==> src/rtl/fp_pkg.sv <==
// Shared floating-point definitions: rounding modes, flag positions, operand
// classes and format constants derived from the exponent/fraction widths.
package fp_pkg;

  localparam logic [1:0] RM_RNE = 2'd0;
  localparam logic [1:0] RM_RTZ = 2'd1;
  localparam logic [1:0] RM_RUP = 2'd2;
  localparam logic [1:0] RM_RDN = 2'd3;

  localparam int unsigned FLAG_NX = 0;
  localparam int unsigned FLAG_UF = 1;
  localparam int unsigned FLAG_OF = 2;
  localparam int unsigned FLAG_DZ = 3;
  localparam int unsigned FLAG_NV = 4;

  typedef enum logic [2:0] {
    CLS_ZERO,
    CLS_NORM,
    CLS_INF,
    CLS_QNAN,
    CLS_SNAN
  } fp_class_e;

  function automatic int unsigned fp_bias(input int unsigned exp_w);
    return (32'd1 << (exp_w - 1)) - 32'd1;
  endfunction

  // Format constants are returned zero-extended to 64 bits; callers keep the low
  // EXP_W+MAN_W+1 bits.
  function automatic logic [63:0] fp_inf(input int unsigned exp_w, input int unsigned man_w);
    return ((64'd1 << exp_w) - 64'd1) << man_w;
  endfunction

  function automatic logic [63:0] fp_qnan(input int unsigned exp_w, input int unsigned man_w);
    return fp_inf(exp_w, man_w) | (64'd1 << (man_w - 1));
  endfunction

  function automatic logic [63:0] fp_max_finite(input int unsigned exp_w, input int unsigned man_w);
    return (fp_inf(exp_w, man_w) - (64'd1 << man_w)) | ((64'd1 << man_w) - 64'd1);
  endfunction

endpackage

==> src/rtl/fp_round_pack.sv <==
// Rounds a normalised significand with guard/round/sticky bits and packs it,
// handling overflow saturation and flush-to-zero on underflow.
module fp_round_pack
  import fp_pkg::*;
#(
  parameter int unsigned EXP_W = 8,
  parameter int unsigned MAN_W = 23
) (
  input  logic                     sign,
  input  logic signed [EXP_W+1:0]  exponent,
  input  logic [MAN_W:0]           sig,
  input  logic                     g,
  input  logic                     r,
  input  logic                     s,
  input  logic [1:0]               rm,
  output logic [EXP_W+MAN_W:0]     result,
  output logic                     overflow,
  output logic                     underflow,
  output logic                     inexact
);

  localparam int unsigned XE    = EXP_W + 2;
  localparam int unsigned SIG_W = MAN_W + 1;
  localparam int unsigned W     = EXP_W + MAN_W + 1;

  localparam logic [63:0] INF64  = fp_inf(EXP_W, MAN_W);
  localparam logic [63:0] MAXF64 = fp_max_finite(EXP_W, MAN_W);
  localparam logic signed [XE-1:0] EXP_OVF  = XE'((64'd1 << EXP_W) - 64'd1);
  localparam logic signed [XE-1:0] EXP_ZERO = '0;

  logic                 grs;
  logic                 inc;
  logic                 to_inf;
  logic [SIG_W:0]       sum;
  logic signed [XE-1:0] exp_r;

  always_comb begin
    grs    = g | r | s;
    inc    = 1'b0;
    to_inf = 1'b0;
    case (rm)
      RM_RNE: begin
        inc    = g & (r | s | sig[0]);
        to_inf = 1'b1;
      end
      RM_RUP: begin
        inc    = grs & ~sign;
        to_inf = ~sign;
      end
      RM_RDN: begin
        inc    = grs & sign;
        to_inf = sign;
      end
      default: ;
    endcase

    // A carry out leaves the fraction field all-zero, so only the exponent moves.
    sum       = {1'b0, sig} + {{SIG_W{1'b0}}, inc};
    exp_r     = exponent + {{(XE-1){1'b0}}, sum[SIG_W]};
    overflow  = exp_r >= EXP_OVF;
    underflow = exp_r <= EXP_ZERO;

    result  = {sign, exp_r[EXP_W-1:0], sum[MAN_W-1:0]};
    inexact = grs;
    if (overflow) begin
      result  = {sign, to_inf ? INF64[W-2:0] : MAXF64[W-2:0]};
      inexact = 1'b1;
    end else if (underflow) begin
      result  = {sign, {(W-1){1'b0}}};
      inexact = 1'b1;
    end
  end

endmodule

==> src/rtl/fp_mul_pipe.sv <==
// Three-stage pipelined IEEE-754 multiplier (DAZ/FTZ) with valid/ready
// streaming, a global stall enable and an opaque sideband tag.
module fp_mul_pipe
  import fp_pkg::*;
#(
  parameter int unsigned EXP_W = 8,
  parameter int unsigned MAN_W = 23,
  parameter int unsigned TAG_W = 4
) (
  input  logic                 clk,
  input  logic                 rst_n,
  input  logic                 in_valid,
  output logic                 in_ready,
  input  logic [EXP_W+MAN_W:0] in_a,
  input  logic [EXP_W+MAN_W:0] in_b,
  input  logic [1:0]           in_rm,
  input  logic [TAG_W-1:0]     in_tag,
  output logic                 out_valid,
  input  logic                 out_ready,
  output logic [EXP_W+MAN_W:0] out_result,
  output logic [4:0]           out_flags,
  output logic [TAG_W-1:0]     out_tag
);

  localparam int unsigned W     = EXP_W + MAN_W + 1;
  localparam int unsigned SIG_W = MAN_W + 1;
  localparam int unsigned PW    = 2 * SIG_W;
  localparam int unsigned XE    = EXP_W + 2;

  localparam logic [63:0]   QNAN64 = fp_qnan(EXP_W, MAN_W);
  localparam logic [63:0]   INF64  = fp_inf(EXP_W, MAN_W);
  localparam logic [W-1:0]  QNAN   = QNAN64[W-1:0];
  localparam logic [XE-1:0] BIAS_X = XE'(fp_bias(EXP_W));

  function automatic fp_class_e classify(input logic [EXP_W-1:0] e, input logic [MAN_W-1:0] f);
    if (e == '0) return CLS_ZERO;
    if (e != '1) return CLS_NORM;
    if (f == '0) return CLS_INF;
    return f[MAN_W-1] ? CLS_QNAN : CLS_SNAN;
  endfunction

  logic en;
  assign en       = !out_valid | out_ready;
  assign in_ready = en;

  // Stage 1 inputs
  fp_class_e            cls_a, cls_b;
  logic                 d1_sign, d1_spec, d1_nv, inf0;
  logic signed [XE-1:0] d1_exp;
  logic [W-1:0]         d1_spec_res;

  always_comb begin
    cls_a       = classify(in_a[W-2:MAN_W], in_a[MAN_W-1:0]);
    cls_b       = classify(in_b[W-2:MAN_W], in_b[MAN_W-1:0]);
    d1_sign     = in_a[W-1] ^ in_b[W-1];
    d1_exp      = {2'b00, in_a[W-2:MAN_W]} + {2'b00, in_b[W-2:MAN_W]} - BIAS_X;
    inf0        = (cls_a == CLS_INF && cls_b == CLS_ZERO) || (cls_a == CLS_ZERO && cls_b == CLS_INF);
    d1_spec     = 1'b1;
    d1_nv       = 1'b0;
    d1_spec_res = '0;
    if ((cls_a inside {CLS_QNAN, CLS_SNAN}) || (cls_b inside {CLS_QNAN, CLS_SNAN}) || inf0) begin
      d1_spec_res = QNAN;
      d1_nv       = (cls_a == CLS_SNAN) || (cls_b == CLS_SNAN) || inf0;
    end else if (cls_a == CLS_INF || cls_b == CLS_INF) begin
      d1_spec_res = {d1_sign, INF64[W-2:0]};
    end else if (cls_a == CLS_ZERO || cls_b == CLS_ZERO) begin
      d1_spec_res = {d1_sign, {(W-1){1'b0}}};
    end else begin
      d1_spec = 1'b0;
    end
  end

  logic                 s1_valid, s1_sign, s1_spec, s1_nv;
  logic signed [XE-1:0] s1_exp;
  logic [SIG_W-1:0]     s1_siga, s1_sigb;
  logic [W-1:0]         s1_spec_res;
  logic [1:0]           s1_rm;
  logic [TAG_W-1:0]     s1_tag;

  logic                 s2_valid, s2_sign, s2_spec, s2_nv;
  logic signed [XE-1:0] s2_exp;
  logic [PW-1:0]        s2_prod;
  logic [W-1:0]         s2_spec_res;
  logic [1:0]           s2_rm;
  logic [TAG_W-1:0]     s2_tag;

  // Stage 3: normalise the product so its leading one sits at the top bit
  logic [PW-1:0]        norm;
  logic signed [XE-1:0] n_exp;
  logic [W-1:0]         rp_result;
  logic                 rp_ovf, rp_unf, rp_nx;
  logic [4:0]           d3_flags;

  always_comb begin
    norm  = s2_prod[PW-1] ? s2_prod : (s2_prod << 1);
    n_exp = s2_exp + {{(XE-1){1'b0}}, s2_prod[PW-1]};
  end

  fp_round_pack #(
    .EXP_W(EXP_W),
    .MAN_W(MAN_W)
  ) u_round_pack (
    .sign     (s2_sign),
    .exponent (n_exp),
    .sig      (norm[PW-1 -: SIG_W]),
    .g        (norm[MAN_W]),
    .r        (norm[MAN_W-1]),
    .s        (|norm[MAN_W-2:0]),
    .rm       (s2_rm),
    .result   (rp_result),
    .overflow (rp_ovf),
    .underflow(rp_unf),
    .inexact  (rp_nx)
  );

  always_comb begin
    d3_flags = '0;
    if (s2_spec) begin
      d3_flags[FLAG_NV] = s2_nv;
    end else begin
      d3_flags[FLAG_OF] = rp_ovf;
      d3_flags[FLAG_UF] = rp_unf;
      d3_flags[FLAG_NX] = rp_nx;
    end
  end

  always_ff @(posedge clk or negedge rst_n) begin
    if (!rst_n) begin
      s1_valid    <= 1'b0;
      s1_sign     <= 1'b0;
      s1_spec     <= 1'b0;
      s1_nv       <= 1'b0;
      s1_exp      <= '0;
      s1_siga     <= '0;
      s1_sigb     <= '0;
      s1_spec_res <= '0;
      s1_rm       <= '0;
      s1_tag      <= '0;
      s2_valid    <= 1'b0;
      s2_sign     <= 1'b0;
      s2_spec     <= 1'b0;
      s2_nv       <= 1'b0;
      s2_exp      <= '0;
      s2_prod     <= '0;
      s2_spec_res <= '0;
      s2_rm       <= '0;
      s2_tag      <= '0;
      out_valid   <= 1'b0;
      out_result  <= '0;
      out_flags   <= '0;
      out_tag     <= '0;
    end else if (en) begin
      s1_valid    <= in_valid;
      s1_sign     <= d1_sign;
      s1_spec     <= d1_spec;
      s1_nv       <= d1_nv;
      s1_exp      <= d1_exp;
      s1_siga     <= {1'b1, in_a[MAN_W-1:0]};
      s1_sigb     <= {1'b1, in_b[MAN_W-1:0]};
      s1_spec_res <= d1_spec_res;
      s1_rm       <= in_rm;
      s1_tag      <= in_tag;
      s2_valid    <= s1_valid;
      s2_sign     <= s1_sign;
      s2_spec     <= s1_spec;
      s2_nv       <= s1_nv;
      s2_exp      <= s1_exp;
      s2_prod     <= {{SIG_W{1'b0}}, s1_siga} * {{SIG_W{1'b0}}, s1_sigb};
      s2_spec_res <= s1_spec_res;
      s2_rm       <= s1_rm;
      s2_tag      <= s1_tag;
      out_valid   <= s2_valid;
      out_result  <= s2_spec ? s2_spec_res : rp_result;
      out_flags   <= d3_flags;
      out_tag     <= s2_tag;
    end
  end

endmodule

==> config.mk <==
export PLATFORM = sky130hd
export DESIGN_NAME = fp_mul_pipe
export DESIGN_NICKNAME = d
export VERILOG_FILES = /design/src/rtl/fp_pkg.sv /design/src/rtl/fp_round_pack.sv /design/src/rtl/fp_mul_pipe.sv
export SDC_FILE = /design/constraint.sdc
export NUM_CORES = 2
export LEC_CHECK = 0
export BUFFER_PORTS_ARGS = -buffer_cell sky130_fd_sc_hd__clkbuf_2
export CELL_PAD_IN_SITES_DETAIL_PLACEMENT = 0
export CELL_PAD_IN_SITES_GLOBAL_PLACEMENT = 1
export CORE_MARGIN = 1.5
export CORE_UTILIZATION = 45
export CTS_CLUSTER_DIAMETER = 150
export CTS_CLUSTER_SIZE = 24
export DETAILED_ROUTE_END_ITERATION = 8
export PLACE_DENSITY = 0.8
export SETUP_SLACK_MARGIN = 0.02
export SLEW_MARGIN = 20
export SYNTH_ARGS = -nofsm -noshare
export SYNTH_HDL_FRONTEND = slang
export SYNTH_SLANG_ARGS = --single-unit
==> constraint.sdc <==
create_clock -name clk -period 6.6 [get_ports clk]
set_input_delay 0.66 -clock clk [delete_from_list [all_inputs] [get_ports clk]]
set_output_delay 0.66 -clock clk [all_outputs]
set_load 0.01 [all_outputs]
After elaboration in Yosys (flattened, before gate mapping)
Cells that the tools add are included.
{"block": "word_totals", "regBits": 241, "input_bits": 74, "out_inout_bits": 43, "word_cells": 115}
{"block": "classes", "addsub": 5, "mul": 1, "magnitude_cmp": 2, "eq_ne": 10, "mux": 44, "bitwise": 10, "n_reduce_logical": 20}
{"op": "$mux 32", "n": 4}
{"op": "$mux 31", "n": 2}
{"op": "$mul 24x24->48", "n": 1}
{"op": "$mux 48", "n": 1}
{"op": "$logic_not 23->1", "n": 2}
{"op": "$mux 3", "n": 15}
{"op": "$add 24x1->25", "n": 1}
{"op": "$mux 24", "n": 1}
{"op": "$reduce_or 22->1", "n": 1}
{"op": "$add 10x1->10", "n": 2}
{"op": "$mux 1", "n": 19}
{"op": "$logic_not 8->1", "n": 2}
{"op": "$ne 8x8->1 const B", "n": 2}
{"op": "$eq 3x2->1 const B", "n": 4}
{"op": "$ge 10x9->1 const B", "n": 1}
{"op": "$le 10x1->1 const B", "n": 1}
{"op": "$sub 9x7->10 const B", "n": 1}
{"op": "$add 8x8->9", "n": 1}
{"op": "$logic_or 1x1->1", "n": 7}
{"op": "$eq 3x3->1 const B", "n": 2}
{"op": "$logic_not 3->1", "n": 2}
{"op": "$pmux 1 s3", "n": 2}
{"op": "$or 1x1->1", "n": 5}
{"op": "$eq 2x2->1 const B", "n": 2}
{"op": "other kinds (7)", "n": 11}

Logic depth before layout (Yosys ltp)
{"block": "depth", "depth_word": 13, "mapped_depth": 27, "depth_no_buf": 24}

Modules after synthesis
From an unflattened synthesis, not the netlist that was laid out.
{"block": "unflattened", "cells_unflattened": 3234, "area_unflattened_um2": 28258.4}
{"module": "fp_mul_pipe", "instances": 1, "cells_per_inst": 3055, "area_per_inst_um2": 26994.6, "seq_area_each_um2": 4554.4}
{"module": "fp_round_pack", "instances": 1, "cells_per_inst": 179, "area_per_inst_um2": 1263.7, "seq_area_each_um2": 0.0}

Worst setup path before layout
Ideal clock, no wire load.
{"block": "synth_timing", "path_type": "reg-to-reg", "startpoint": "reg s1_sigb[3]", "endpoint": "reg s2_prod[34]", "setup_ps": 137, "arrival_time_ps": 6291, "required_time_ps": 6463, "path_slack_ps": 172, "stages_incl_launch_ff": 28, "path_buffers": 3, "synth_period_minus_slack_ps": 6428, "cell_sequence": "dfrtp_1 -> clkbuf_1 -> clkbuf_1 -> nand2_1 -> fa_1 -> inv_1 -> fa_1 -> inv_1 -> fa_1 -> inv_1 -> fa_1 -> inv_1 -> fa_1 -> inv_1 -> fa_1 -> inv_1 -> fa_1 -> inv_1 -> ha_1 -> clkbuf_1 -> a21oi_1 -> nand2_1 -> a221oi_1 -> nand3_1 -> a31oi_1 -> o21bai_1 -> xnor2_1 -> a21oi_1"}
{"block": "synth_via", "elab_chain_len": 1}
{"item": "start: declaration", "line_no": "fp_mul_pipe.sv:75", "text": "logic [SIG_W-1:0] s1_siga, s1_sigb;"}
{"item": "start signal: assignment", "line_no": "fp_mul_pipe.sv:159", "text": "s1_sigb <= {1'b1, in_b[MAN_W-1:0]};"}
{"item": "$mul 24x24->48", "line_no": "fp_mul_pipe.sv:168", "text": "s2_prod <= {{SIG_W{1'b0}}, s1_siga} * {{SIG_W{1'b0}}, s1_sigb};"}
{"item": "end signal: assignment", "line_no": "fp_mul_pipe.sv:168"}
{"item": "end: declaration", "line_no": "fp_mul_pipe.sv:82", "text": "logic [PW-1:0] s2_prod;"}
No other way between the ends.
A chain may end at the register's enable or synchronous reset.

Final worst setup path
{"block": "layout_timing", "startpoint": "reg s1_sigb[3]", "endpoint": "reg s2_prod[26]"}
The elaborated chain is that of the path after synthesis.

==> out/qor.yml <==
syn_nets: 3931
setup_viol: 0
min_period_ps: 6438
cts_buffers: 17
hpwl_um: 62460
critPathSlowestCell: "fa_2"
worstSetupPathType: "flop to flop"
synth-adder-area-share_pct: 43.29
syn_area_per_cell_um2: 8.781
core_um2: 61480
rrSetupSlack_ps: 160
ios: 117
detail-route-antenna-nets: 0
synth_compound_area_share_pct: 6.710
syn2layout_area_growth_pct: 14.02
utilization_pct: 51.80
final_cell_mix: "nand2_1 (654), inv_1 (564), fa_1 (469)"
cp.required_ps: 6950
initial_core_util_pct: 45.43
synthCells: 3181
clockRootBuffer: "clkbuf_16"
synth_seq_area_share_pct: 16.30
synthFlopType: "dfrtp_1"
final_area_um2: 31850
period_share_pct: 97.54
mappedNetlistArea_um2: 27930
fin_skew_ps: 17.59
drv_cap: 0
synth_edf_count: 0
hold_path.class: "input pin to asynchronous set/reset pin"
routedWlPerCell_um: 18.31
tightestPinTransition_ps: 934.0
die-area_um2: 63580
slew_violations: 0
drtIter0Drc: 1395
die_x_um: 252.1
portBuffers: 115
hold_slack_ps: 73.50
synth-simple-area-share_pct: 19.68
clk_pin_slew_worst_paths_ps: 90
cp_slowest_stage_delay_ps: 560
cts-hold-fix-buffers: 0
grt_pass1_wl_um: 123100
synth_xor_area_share_pct: 2.912
ys_types: 78
first_pass_iters: 5
clock_sinks: 182
die_y_um: 252.1
crit_path_start_kind: "flop"
grt-ovfl-total: 0
drt-total-wl_um: 76080
synth_top_family_by_area: "adder cells"
rsz0062_at_grt: "yes"
grt_use_total_pct: 24.89
yosys_warnings: 0
grt_pass1_vias: 23150
status: "complete, no violations"
fmax_mhz: 155.3
hold_violations: 0
cp_max_fo: 7
synth_seq_cells: 182
grt_max_degree: 163
antenna_found_initial: 3
htreeDepth: 4
final_common_cell: "nand2_1"
maxSlewHeadroom_pct: 37.50
cts_tree: "yes"
num_vias: 21880
final_layout_size_suffix_gt1_share_pct: 15.16
dpl_cell_area_um2: 30500
place_congestion: 0.9574
nets: 4101
final.setup.tns_ps: 0
async_reset_ff_share_pct: 100.0
critical_path_arrival_ps: 6780
muxShareOfSynthArea_pct: 0.6181
endpoint_kind: "flop"
via_per_inst: 5.265
route.detailed.drc: 0
row_count: 91
clock_latency_ps: 500
cts_max_path_buffers: 2
-- layer usage --
| metal | up-vias | routed length (um) | part of all wire (%) | GRT usage [%] |
|---|---|---|---|---|
| li1 | 10020 | - | - | - |
| met1 | 11140 | 31570 | 41 | 32.06 |
| met2 | 566 | 37750 | 50 | 42.01 |
| met3 | 145 | 4537 | 6.0 | 5.252 |
| met4 | 2 | 2210 | 2.9 | 7.699 |
| met5 | - | 13 | 0.017 | 0 |
-- path summary, 6_finish.rpt --
check                                       startpoint                       to  depth (start not counted)
max in group asynchronous                        rst_n  s1_sigb[10]$_DFFE_PN0P_                          2
worst min-delay path                             rst_n     s1_valid$_DFFE_PN0P_                          1
min in group clk                             in_tag[1]    s1_tag[1]$_DFFE_PN0P_                          3
worst max register to register  s1_sigb[3]$_DFFE_PN0P_  s2_prod[26]$_DFFE_PN0P_                         25
worst min register to register  out_tag[1]$_DFFE_PN0P_   out_tag[1]$_DFFE_PN0P_                          2
worst max-delay path            s1_sigb[3]$_DFFE_PN0P_  s2_prod[26]$_DFFE_PN0P_                         25
-- worst max-delay path: cells and delay by family (launching register included) --
kind / cells / cell delay [ps]
simple gates: 2 / 190
xor+xnor: 1 / 140
buf+inv: 10 / 1000
fa+ha+maj: 8 / 3920
compound gates: 4 / 570
flops: 1 / 430
-- area by class of cell --
type                            count  area [um2]
Clock inverter                     15       185.2
Clock buffer                       17       425.4
Antenna cell                        1       2.502
Sequential cell                   182        4589
Fill cell                        5787       29640
Tap cell                          790       988.4
Inverter                          570        2145
Multi-Input combinational cell   2244       20910
Timing Repair Buffer              336        2601
-- cell usage after synthesis (13+ instances only) --
master / instances / share of area [%]
nor4_1: 21 / 0.47
a21oi_1: 96 / 1.7
nor2_1: 85 / 1.1
xor2_1: 37 / 1.2
and2_1: 290 / 6.5
o21ai_0: 51 / 0.91
ha_1: 192 / 8.6
clkbuf_1: 160 / 2.2
o21bai_1: 13 / 0.35
a31oi_1: 13 / 0.29
nand3_1: 34 / 0.61
a221o_1: 28 / 1.0
a21o_1: 14 / 0.38
xnor2_1: 54 / 1.7
nand4_1: 31 / 0.69
dfrtp_1: 182 / 16
fa_1: 484 / 35
inv_1: 569 / 7.6
mux2i_1: 15 / 0.54
nand2_1: 656 / 8.8
-- kinds of logic after synthesis --
group,Yosys count
simple gates,1172
xor+xnor,92
buf+inv,755
other cells,1
flops,182
fa+ha+maj,676
compound gates,286
mux,17
-- stage by stage --
stage                     setup slack (ps)  instances
after floorplan                      172.5       3181
after global placement              -88.72       4104
final                                162.4       4155
after detailed placement            -257.3       4104
after global routing                -35.08       4155
after CTS                            20.20       4138
-- what timing repair did --
action | in CTS | in global routing
hold endpoints to repair | 0 | 0
buffers inserted | 2 | 14
setup endpoints to repair | 22 | 27
resized for setup | 19 | 137
pin swaps | 3 | 69
cloned | 0 | 1
-- registers in the layout, summed over array words and instances (netlist names), 10 cells and up --
register / cells
s2_prod: 48
s1_sigb: 23
s1_exp: 10
s2_exp: 10
s1_siga: 24
out_result: 32
Power is not shown: default switching activity piles up to over one toggle a cycle in this logic, so the estimate is an artifact.
